**src/rtl/vp_arbiter.sv**
```systemverilog
// vp_arbiter: round-robin arbiter that shares one vector processor among
// NUM_REQ requesters, one transaction at a time.
//
// Ports
//   clk, rst            clock (rising edge), asynchronous active-high reset
//   req_valid/op/vec_a/vec_b/scalar
//                       per-requester request, packed by requester index
//   req_accept          one-hot, one-cycle acceptance pulse
//   rsp_valid/id/data/timeout
//                       one-cycle response; timeout responses carry zero data
//   vp_start/operation/vec_a/vec_b/scalar
//                       command to the vector processor; operands hold until
//                       the next issue
//   vp_busy/result/result_valid
//                       vector processor status
//   timeout_count       saturating count of timed-out transactions
module vp_arbiter #(
  parameter int DATA_WIDTH     = 16,
  parameter int VECTOR_WIDTH   = 4,
  parameter int NUM_REQ        = 4,
  parameter int TIMEOUT_CYCLES = 255
) (
  input  logic                                      clk,
  input  logic                                      rst,
  input  logic [NUM_REQ-1:0]                        req_valid,
  input  logic [4*NUM_REQ-1:0]                      req_op,
  input  logic [VECTOR_WIDTH*DATA_WIDTH*NUM_REQ-1:0] req_vec_a,
  input  logic [VECTOR_WIDTH*DATA_WIDTH*NUM_REQ-1:0] req_vec_b,
  input  logic [DATA_WIDTH*NUM_REQ-1:0]             req_scalar,
  output logic [NUM_REQ-1:0]                        req_accept,
  output logic                                      rsp_valid,
  output logic [2:0]                                rsp_id,
  output logic [VECTOR_WIDTH*DATA_WIDTH-1:0]        rsp_data,
  output logic                                      rsp_timeout,
  output logic                                      vp_start,
  output logic [3:0]                                vp_operation,
  output logic [VECTOR_WIDTH*DATA_WIDTH-1:0]        vp_vec_a,
  output logic [VECTOR_WIDTH*DATA_WIDTH-1:0]        vp_vec_b,
  output logic [DATA_WIDTH-1:0]                     vp_scalar,
  input  logic                                      vp_busy,
  input  logic [VECTOR_WIDTH*DATA_WIDTH-1:0]        vp_result,
  input  logic                                      vp_result_valid,
  output logic [7:0]                                timeout_count
);

  localparam int          V  = VECTOR_WIDTH * DATA_WIDTH;
  localparam int unsigned NR = NUM_REQ;

  typedef enum logic [1:0] {
    ST_IDLE,
    ST_ISSUE,
    ST_WAIT
  } state_t;

  state_t                  state, state_d;
  logic [2:0]              last_grant, last_grant_d;
  logic [7:0]              timer, timer_d;
  logic [3:0]              cap_op, cap_op_d;
  logic [V-1:0]            cap_a, cap_a_d;
  logic [V-1:0]            cap_b, cap_b_d;
  logic [DATA_WIDTH-1:0]   cap_s, cap_s_d;

  logic [NUM_REQ-1:0]      req_accept_d;
  logic                    rsp_valid_d;
  logic [2:0]              rsp_id_d;
  logic [V-1:0]            rsp_data_d;
  logic                    rsp_timeout_d;
  logic                    vp_start_d;
  logic [3:0]              vp_operation_d;
  logic [V-1:0]            vp_vec_a_d;
  logic [V-1:0]            vp_vec_b_d;
  logic [DATA_WIDTH-1:0]   vp_scalar_d;
  logic [7:0]              timeout_count_d;

  // Round-robin pick: first requester at or after last_grant+1 (mod NUM_REQ).
  logic                    pick_found;
  logic [2:0]              pick;
  logic [3:0]              pick_op;
  logic [V-1:0]            pick_a;
  logic [V-1:0]            pick_b;
  logic [DATA_WIDTH-1:0]   pick_s;

  always_comb begin
    int unsigned idx;
    idx        = 0;
    pick_found = 1'b0;
    pick       = '0;
    pick_op    = '0;
    pick_a     = '0;
    pick_b     = '0;
    pick_s     = '0;
    for (int unsigned k = 1; k <= NR; k++) begin
      idx = (32'(last_grant) + k) % NR;
      if (!pick_found && req_valid[idx]) begin
        pick_found = 1'b1;
        pick       = 3'(idx);
        pick_op    = req_op[idx*4 +: 4];
        pick_a     = req_vec_a[idx*V +: V];
        pick_b     = req_vec_b[idx*V +: V];
        pick_s     = req_scalar[idx*DATA_WIDTH +: DATA_WIDTH];
      end
    end
  end

  always_comb begin
    state_d         = state;
    last_grant_d    = last_grant;
    timer_d         = timer;
    cap_op_d        = cap_op;
    cap_a_d         = cap_a;
    cap_b_d         = cap_b;
    cap_s_d         = cap_s;
    req_accept_d    = '0;
    rsp_valid_d     = 1'b0;
    rsp_id_d        = rsp_id;
    rsp_data_d      = rsp_data;
    rsp_timeout_d   = 1'b0;
    vp_start_d      = 1'b0;
    vp_operation_d  = vp_operation;
    vp_vec_a_d      = vp_vec_a;
    vp_vec_b_d      = vp_vec_b;
    vp_scalar_d     = vp_scalar;
    timeout_count_d = timeout_count;

    case (state)
      ST_IDLE: begin
        if (pick_found) begin
          req_accept_d = NUM_REQ'(1) << pick;
          last_grant_d = pick;
          cap_op_d     = pick_op;
          cap_a_d      = pick_a;
          cap_b_d      = pick_b;
          cap_s_d      = pick_s;
          state_d      = ST_ISSUE;
        end
      end
      ST_ISSUE: begin
        if (!vp_busy) begin
          vp_start_d     = 1'b1;
          vp_operation_d = cap_op;
          vp_vec_a_d     = cap_a;
          vp_vec_b_d     = cap_b;
          vp_scalar_d    = cap_s;
          timer_d        = '0;
          state_d        = ST_WAIT;
        end
      end
      ST_WAIT: begin
        // A result on the limit cycle takes priority over the timeout.
        if (vp_result_valid) begin
          rsp_valid_d = 1'b1;
          rsp_id_d    = last_grant;
          rsp_data_d  = vp_result;
          state_d     = ST_IDLE;
        end else if (({1'b0, timer} + 9'd1) == 9'(TIMEOUT_CYCLES)) begin
          rsp_valid_d   = 1'b1;
          rsp_id_d      = last_grant;
          rsp_data_d    = '0;
          rsp_timeout_d = 1'b1;
          timer_d       = timer + 8'd1;
          if (timeout_count != 8'hFF) begin
            timeout_count_d = timeout_count + 8'd1;
          end
          state_d = ST_IDLE;
        end else begin
          timer_d = timer + 8'd1;
        end
      end
      default: state_d = ST_IDLE;
    endcase
  end

  always_ff @(posedge clk or posedge rst) begin
    if (rst) begin
      state         <= ST_IDLE;
      last_grant    <= 3'(NUM_REQ - 1);
      timer         <= '0;
      cap_op        <= '0;
      cap_a         <= '0;
      cap_b         <= '0;
      cap_s         <= '0;
      req_accept    <= '0;
      rsp_valid     <= 1'b0;
      rsp_id        <= '0;
      rsp_data      <= '0;
      rsp_timeout   <= 1'b0;
      vp_start      <= 1'b0;
      vp_operation  <= '0;
      vp_vec_a      <= '0;
      vp_vec_b      <= '0;
      vp_scalar     <= '0;
      timeout_count <= '0;
    end else begin
      state         <= state_d;
      last_grant    <= last_grant_d;
      timer         <= timer_d;
      cap_op        <= cap_op_d;
      cap_a         <= cap_a_d;
      cap_b         <= cap_b_d;
      cap_s         <= cap_s_d;
      req_accept    <= req_accept_d;
      rsp_valid     <= rsp_valid_d;
      rsp_id        <= rsp_id_d;
      rsp_data      <= rsp_data_d;
      rsp_timeout   <= rsp_timeout_d;
      vp_start      <= vp_start_d;
      vp_operation  <= vp_operation_d;
      vp_vec_a      <= vp_vec_a_d;
      vp_vec_b      <= vp_vec_b_d;
      vp_scalar     <= vp_scalar_d;
      timeout_count <= timeout_count_d;
    end
  end

endmodule

```
**config.mk**
```make
export PLATFORM = sky130hd
export DESIGN_NAME = vp_arbiter
export DESIGN_NICKNAME = d
export VERILOG_FILES = /design/src/rtl/vp_arbiter.sv
export SDC_FILE = /design/constraint.sdc
export NUM_CORES = 2
export LEC_CHECK = 0
export ABC_AREA = 1
export BUFFER_PORTS_ARGS = -buffer_cell sky130_fd_sc_hd__buf_4
export CORE_AREA = 2 2 348 350
export CTS_CLUSTER_SIZE = 12
export DETAILED_ROUTE_END_ITERATION = 7
export DIE_AREA = 0 0 350 352
export HOLD_SLACK_MARGIN = 0.03
export PLACE_DENSITY_LB_ADDON = 0.25
export SYNTH_ARGS = -nofsm -noshare
export SYNTH_HDL_FRONTEND = slang
export SYNTH_SLANG_ARGS = --single-unit
```
**constraint.sdc**
```tcl
create_clock -name clk -period 30.1 [get_ports clk]
set_input_delay 3.01 -clock clk [delete_from_list [all_inputs] [get_ports clk]]
set_output_delay 3.01 -clock clk [all_outputs]
set_load 0.005 [all_outputs]
```
After elaboration in Yosys (flattened, before gate mapping)
Cells that the tools add are included.
- flip-flop bits (word level): 391
- input port bits: 664
- output and inout bits: 230
- logic and storage cells: 124
- add/subtract/negate cells: 7
- $lt $le $gt $ge: 4
- eq/ne operators: 8
- shift-type cells: 17
- multiplexer cells: 53
- bitwise operators: 2
- reductions and logical operators: 15
- operator list (operator ; number):
    $shiftx A256 B9 Y64 ; 8
    $mux W64 ; 10
    $shiftx A64 B7 Y16 ; 4
    $mux W16 ; 4
    $shiftx A16 B5 Y4 ; 4
    $mux W4 ; 6
    $add A8 B1 Y8 const B ; 2
    $mux W8 ; 2
    $pmux W8 S2 ; 1
    $mux W1 ; 15
    $mux W3 ; 5
    $lt A2 B3 Y1 const B ; 4
    $mux W2 ; 5
    $add A8 B1 Y9 const B ; 1
    $eq A9 B8 Y1 const B ; 1
    $bmux W1 S2 ; 4
    $ne A8 B8 Y1 const B ; 1
    $ne A2 B2 Y1 const B ; 3
    $pmux W2 S3 ; 1
    $reduce_and A2 Y1 ; 3
    $reduce_and A3 Y1 ; 2
    $add A2 B1 Y2 const B ; 2
    $add A2 B2 Y2 const B ; 2
    $reduce_and A4 Y1 ; 1
    9 further kinds ; 15

Depth between registers and ports, before layout
- depth in word-level cells: 16
- depth in mapped cells: 15
- mapped depth without buffers: 12

Worst setup path before layout
Ideal clock, no wire load.
- kind: input-to-reg
- start: input port req_valid[2]
- end: register cap_a[0]
- setup time: 117 ps
- data arrival time: 4057 ps
- required time: 29983 ps
- setup slack: 25926 ps
- stages on the path: 12
- path buffers: 2
- cells stage by stage: nand2_1 -> nand2_1 -> nand2_1 -> nand2_2 -> nor2_4 -> nand3_2 -> nand2_4 -> inv_2 -> buf_6 -> buf_2 -> nand2_1 -> nand2_1
- word-level cells in the longest chain between the ends: 13
- elaborated cells between the ends (all ways): 23
- classes of those cells: 16 x mux; 7 x reduce/logical
- ends and longest elaborated chain (item ; line ; source):
    from (decl) ; 25 ; input logic [NUM_REQ-1:0] req_valid,
    $bmux W1 S2 ; 94 ; if (!pick_found && req_valid[idx]) begin
    $mux W1 (implied by the code) ; 94 ;
    $mux W1 ; 94 ;
    $logic_not A1 Y1 ; 94 ;
    $logic_and A1 B1 Y1 ; 94 ;
    $mux W1 ; 94 ;
    $logic_not A1 Y1 ; 94 ;
    $logic_and A1 B1 Y1 ; 94 ;
    $mux W1 ; 94 ;
    $logic_not A1 Y1 ; 94 ;
    $logic_and A1 B1 Y1 ; 94 ;
    $mux W1 ; 94 ;
    $reduce_and A2 Y1 (no line) ; -- ;
    to (signal assigned) ; 198 ; cap_a <= cap_a_d;
    to (decl) ; 59 ; logic [V-1:0] cap_a, cap_a_d;
Parallel ways exist; a longest one is shown, timed or not. The select of a mux whose other input is x is not followed.
A chain may end at the register's enable or synchronous reset.

Final worst setup path
- start: input port req_valid[2]
- end: register cap_a[55]
The elaborated chain is that of the path after synthesis.

==> metrics.cfg <==
[routing]
finalWirelength_um = 150000
post_drt_wl_per_cell_um = 17.2
vias_per_cell = 4.79
detail_route.first_pass.iterations = 6
ant_nets = 0
drt_iter0_markers = 3544
drc = 0
vias = 42000

[layout]
fin_cells = 8765
fill_cells = 13100
drive_gt1_share_pct = 14.6
syn_to_final_growth_pct = 25.7
final_nets = 7769
final_cell_area_um2 = 43400

[setup_path]
ff2ff_setup_slack_ps = 24050
worstRegToRegCells = 13
critPathCaptureType = flop
path_max_fanout = 194
worstReg2RegStart = last_grant[1]
crit_chain = buf_4, nand2_1, nand2_1, nand2_1, nand2_8, nor2_4, buf_12, nand3_2, nand2_8, inv_6, buf_4, nand2_1, nand2_1
path_delay_family = buffers and inverters
crit_required_ps = 30670
start_kind = primary input
crit_top_cell = nand2_1
worstSetupPathType = in2reg
r2r-end = cap_a[55]
cpPeakStageDelay_ps = 820
critical-path-slowest-cell = buf_4
path_buf_inv = 4
crit_arrival_ps = 6910

[die]
core.rowCount = 127
start_util_pct = 28.9
core_area_um2 = 119000
dieArea_um2 = 123000
die_x_um = 350
die_y_um = 352
io_pins = 894

[worst_hold_path]
whs_path_depth = 2
hold_end = vp_vec_b[51]
hp-class = reg2reg
hp-start = vp_vec_b[51]

[synth]
synth.cell_area_um2 = 34500
ys_warn_count = 0
ys_top_cells_by_count = nand2_1, dfrtp_1, nand3_1, buf_2, inv_1
synth_top_flop_cell = dfrtp_1
synth-async-reset-ratio_pct = 100
synth_edf_count = 0
yosysMostFrequentCell = nand2_1
yosysSeqAreaShare_pct = 28.2
synth_seq_cells = 389
syn_area_per_cell_um2 = 5.25
synth_top_area_share_pct = 53.0
synthDistinctLibCells = 27
synth_top_area_cell = nand2_1
syn_nets = 7240
syn_inst = 6573
synth.area.top_cells = nand2_1, dfrtp_1, nand3_1

[clock_tree]
postCtsHoldBufs = 0
cts_buffers = 51
clk_latency_ps = 640
cts-root-buf = clkbuf_16
ctsResizeCount = 0
cts_buffer_depth = 3
h-tree-depth = 2
cts_tree = done
post_cts_buffers = 0
clk_pin_slew_worst_paths_ps = 60
cts_num_sinks = 389

[pwr]
max-vdd-ir-drop_uv = 166
p_leak_uw = 0.0269
power.switching_uw = 2820
pwr-share-comb_pct = 67.7
seqPwrFrac_pct = 18.8
clockPowerShare_pct = 13.5
p_per_area_nw_per_um2 = 115
p_int_uw = 2170
switching_share_pct = 56.5

[sta]
worstMarginPinSlew_ps = 1230
clock_skew_ps = 23.8
whs_ps = 469
hold_viol = 0
fmax_mhz = 158
slew_headroom_pct = 17.7
slew_viol_final = 0
rsz0062_at_grt = false
finalSetupTns_ps = 0
min_period_over_period_pct = 21.1
fin_crit_ps = 6350
setup_viol = 0

[status]
status = complete, no violations

[grt]
overflow = 0
grt_pass1_wl_um = 228000
antenna_found_initial = 11
grt_usage_pct = 23.5
first_global_vias = 38200
grt_max_degree = 219

[placement]
placed_cells = 8661
port_buffers = 892
dpl-instance-area_um2 = 41500
place.gp.congestion = 0.848
dp_hpwl_um = 102000

[run]
max_cap_violations = 0

## worst min-delay path: stages (launching register included)
cell     delay (ps)
dfrtp_1         340
nand2_1          50
nand2_1          50
## state kept, by name, summed over array words and instances (netlist names), 2 cells and up
signal,flops
cap_a,64
state,2
cap_s,16
last_grant,2
req_accept,4
vp_vec_b,64
rsp_id,2
cap_b,64
timeout_count,8
cap_op,4
vp_operation,4
timer,8
rsp_data,64
vp_scalar,16
vp_vec_a,64
## power by group through the flow
stage / Sequential (uW) / Combinational [uW] / Clock (uW)
finish: 940 / 3380 / 673
global route: 963 / 3820 / 714
CTS: 941 / 3390 / 694
detailed placement: 947 / 3380 / 0
global placement: 947 / 3330 / 0
floorplan: 869 / 2370 / 0
## worst max-delay path by stage
stage | end | cells after the start | start | slack [ps]
after floorplan | cap_a[0] | 1 | rst | 16280
final | cap_a[55] | 13 | req_valid[2] | 23750
after global placement | cap_a[54] | 13 | req_valid[2] | 22950
after global routing | cap_s[3] | 13 | req_valid[2] | 23340
after CTS | cap_b[13] | 13 | req_valid[2] | 23540
after detailed placement | cap_a[55] | 13 | req_valid[2] | 22860
## logic make-up after synthesis
| logic type | Yosys count | synth area share [%] |
|---|---|---|
| AND/OR/NAND/NOR | 5374 | 60.8 |
| AO/OA/AOI/OAI | 163 | 2.38 |
| other | 1 | 0.0109 |
| buffers and inverters | 637 | 8.37 |
| XOR/XNOR | 6 | 0.152 |
| adder cells (fa/ha/maj) | 3 | 0.109 |
| flip-flops | 389 | 28.2 |
## cell type report
| class | instances | area, um2 | area share, % |
|---|---|---|---|
| Antenna cell | 8 | 20.0 | 0.0461 |
| Clock buffer | 70 | 1440 | 3.31 |
| Clock inverter | 26 | 415 | 0.957 |
| Inverter | 179 | 704 | 1.62 |
| Multi-Input combinational cell | 5547 | 22000 | 50.7 |
| Sequential cell | 389 | 9740 | 22.4 |
| Tap cell | 1612 | 2020 | 4.65 |
| Timing Repair Buffer | 934 | 7070 | 16.3 |
## per-stage QoR
stage	setup WS (ps)	power [uW]	util [%]
global placement	22950	4280	34.8
finish	23750	5000	36.4
floorplan	16280	3240	-
detailed placement	22860	4330	34.8
global route	23340	5500	36.4
CTS	23540	5030	36.4
## metal layers
metal | routed length, um | part of all wire, % | GRT usage [%]
met4 | 6570 | 4.4 | 10.3
met2 | 70900 | 47 | 39.1
met3 | 9070 | 6.0 | 3.34
met5 | 69 | 0.046 | 0
met1 | 63800 | 42 | 30.0
## placed cells by master (no fill, tap or decap), types with 2 or more instances in the layout
master and instances:
buf_12 5, clkbuf_1 10, a21oi_1 149, clkinvlp_4 5, nor2_4 4, nand2_1 4870, clkinv_16 2, clkbuf_8 9
xnor2_1 3, nand2_8 4, inv_8 3, xor2_1 3, nor2_1 15, o21ai_0 9, inv_1 174, clkbuf_16 51
nand2_4 3, bufinv_16 8, dfrtp_1 387, ha_1 3, buf_4 929, inv_6 4, nand4_1 152, diode_2 8
dfstp_4 2, clkinv_2 8, nand3_1 322, o22ai_1 4
(Power assumes the default switching activity.)
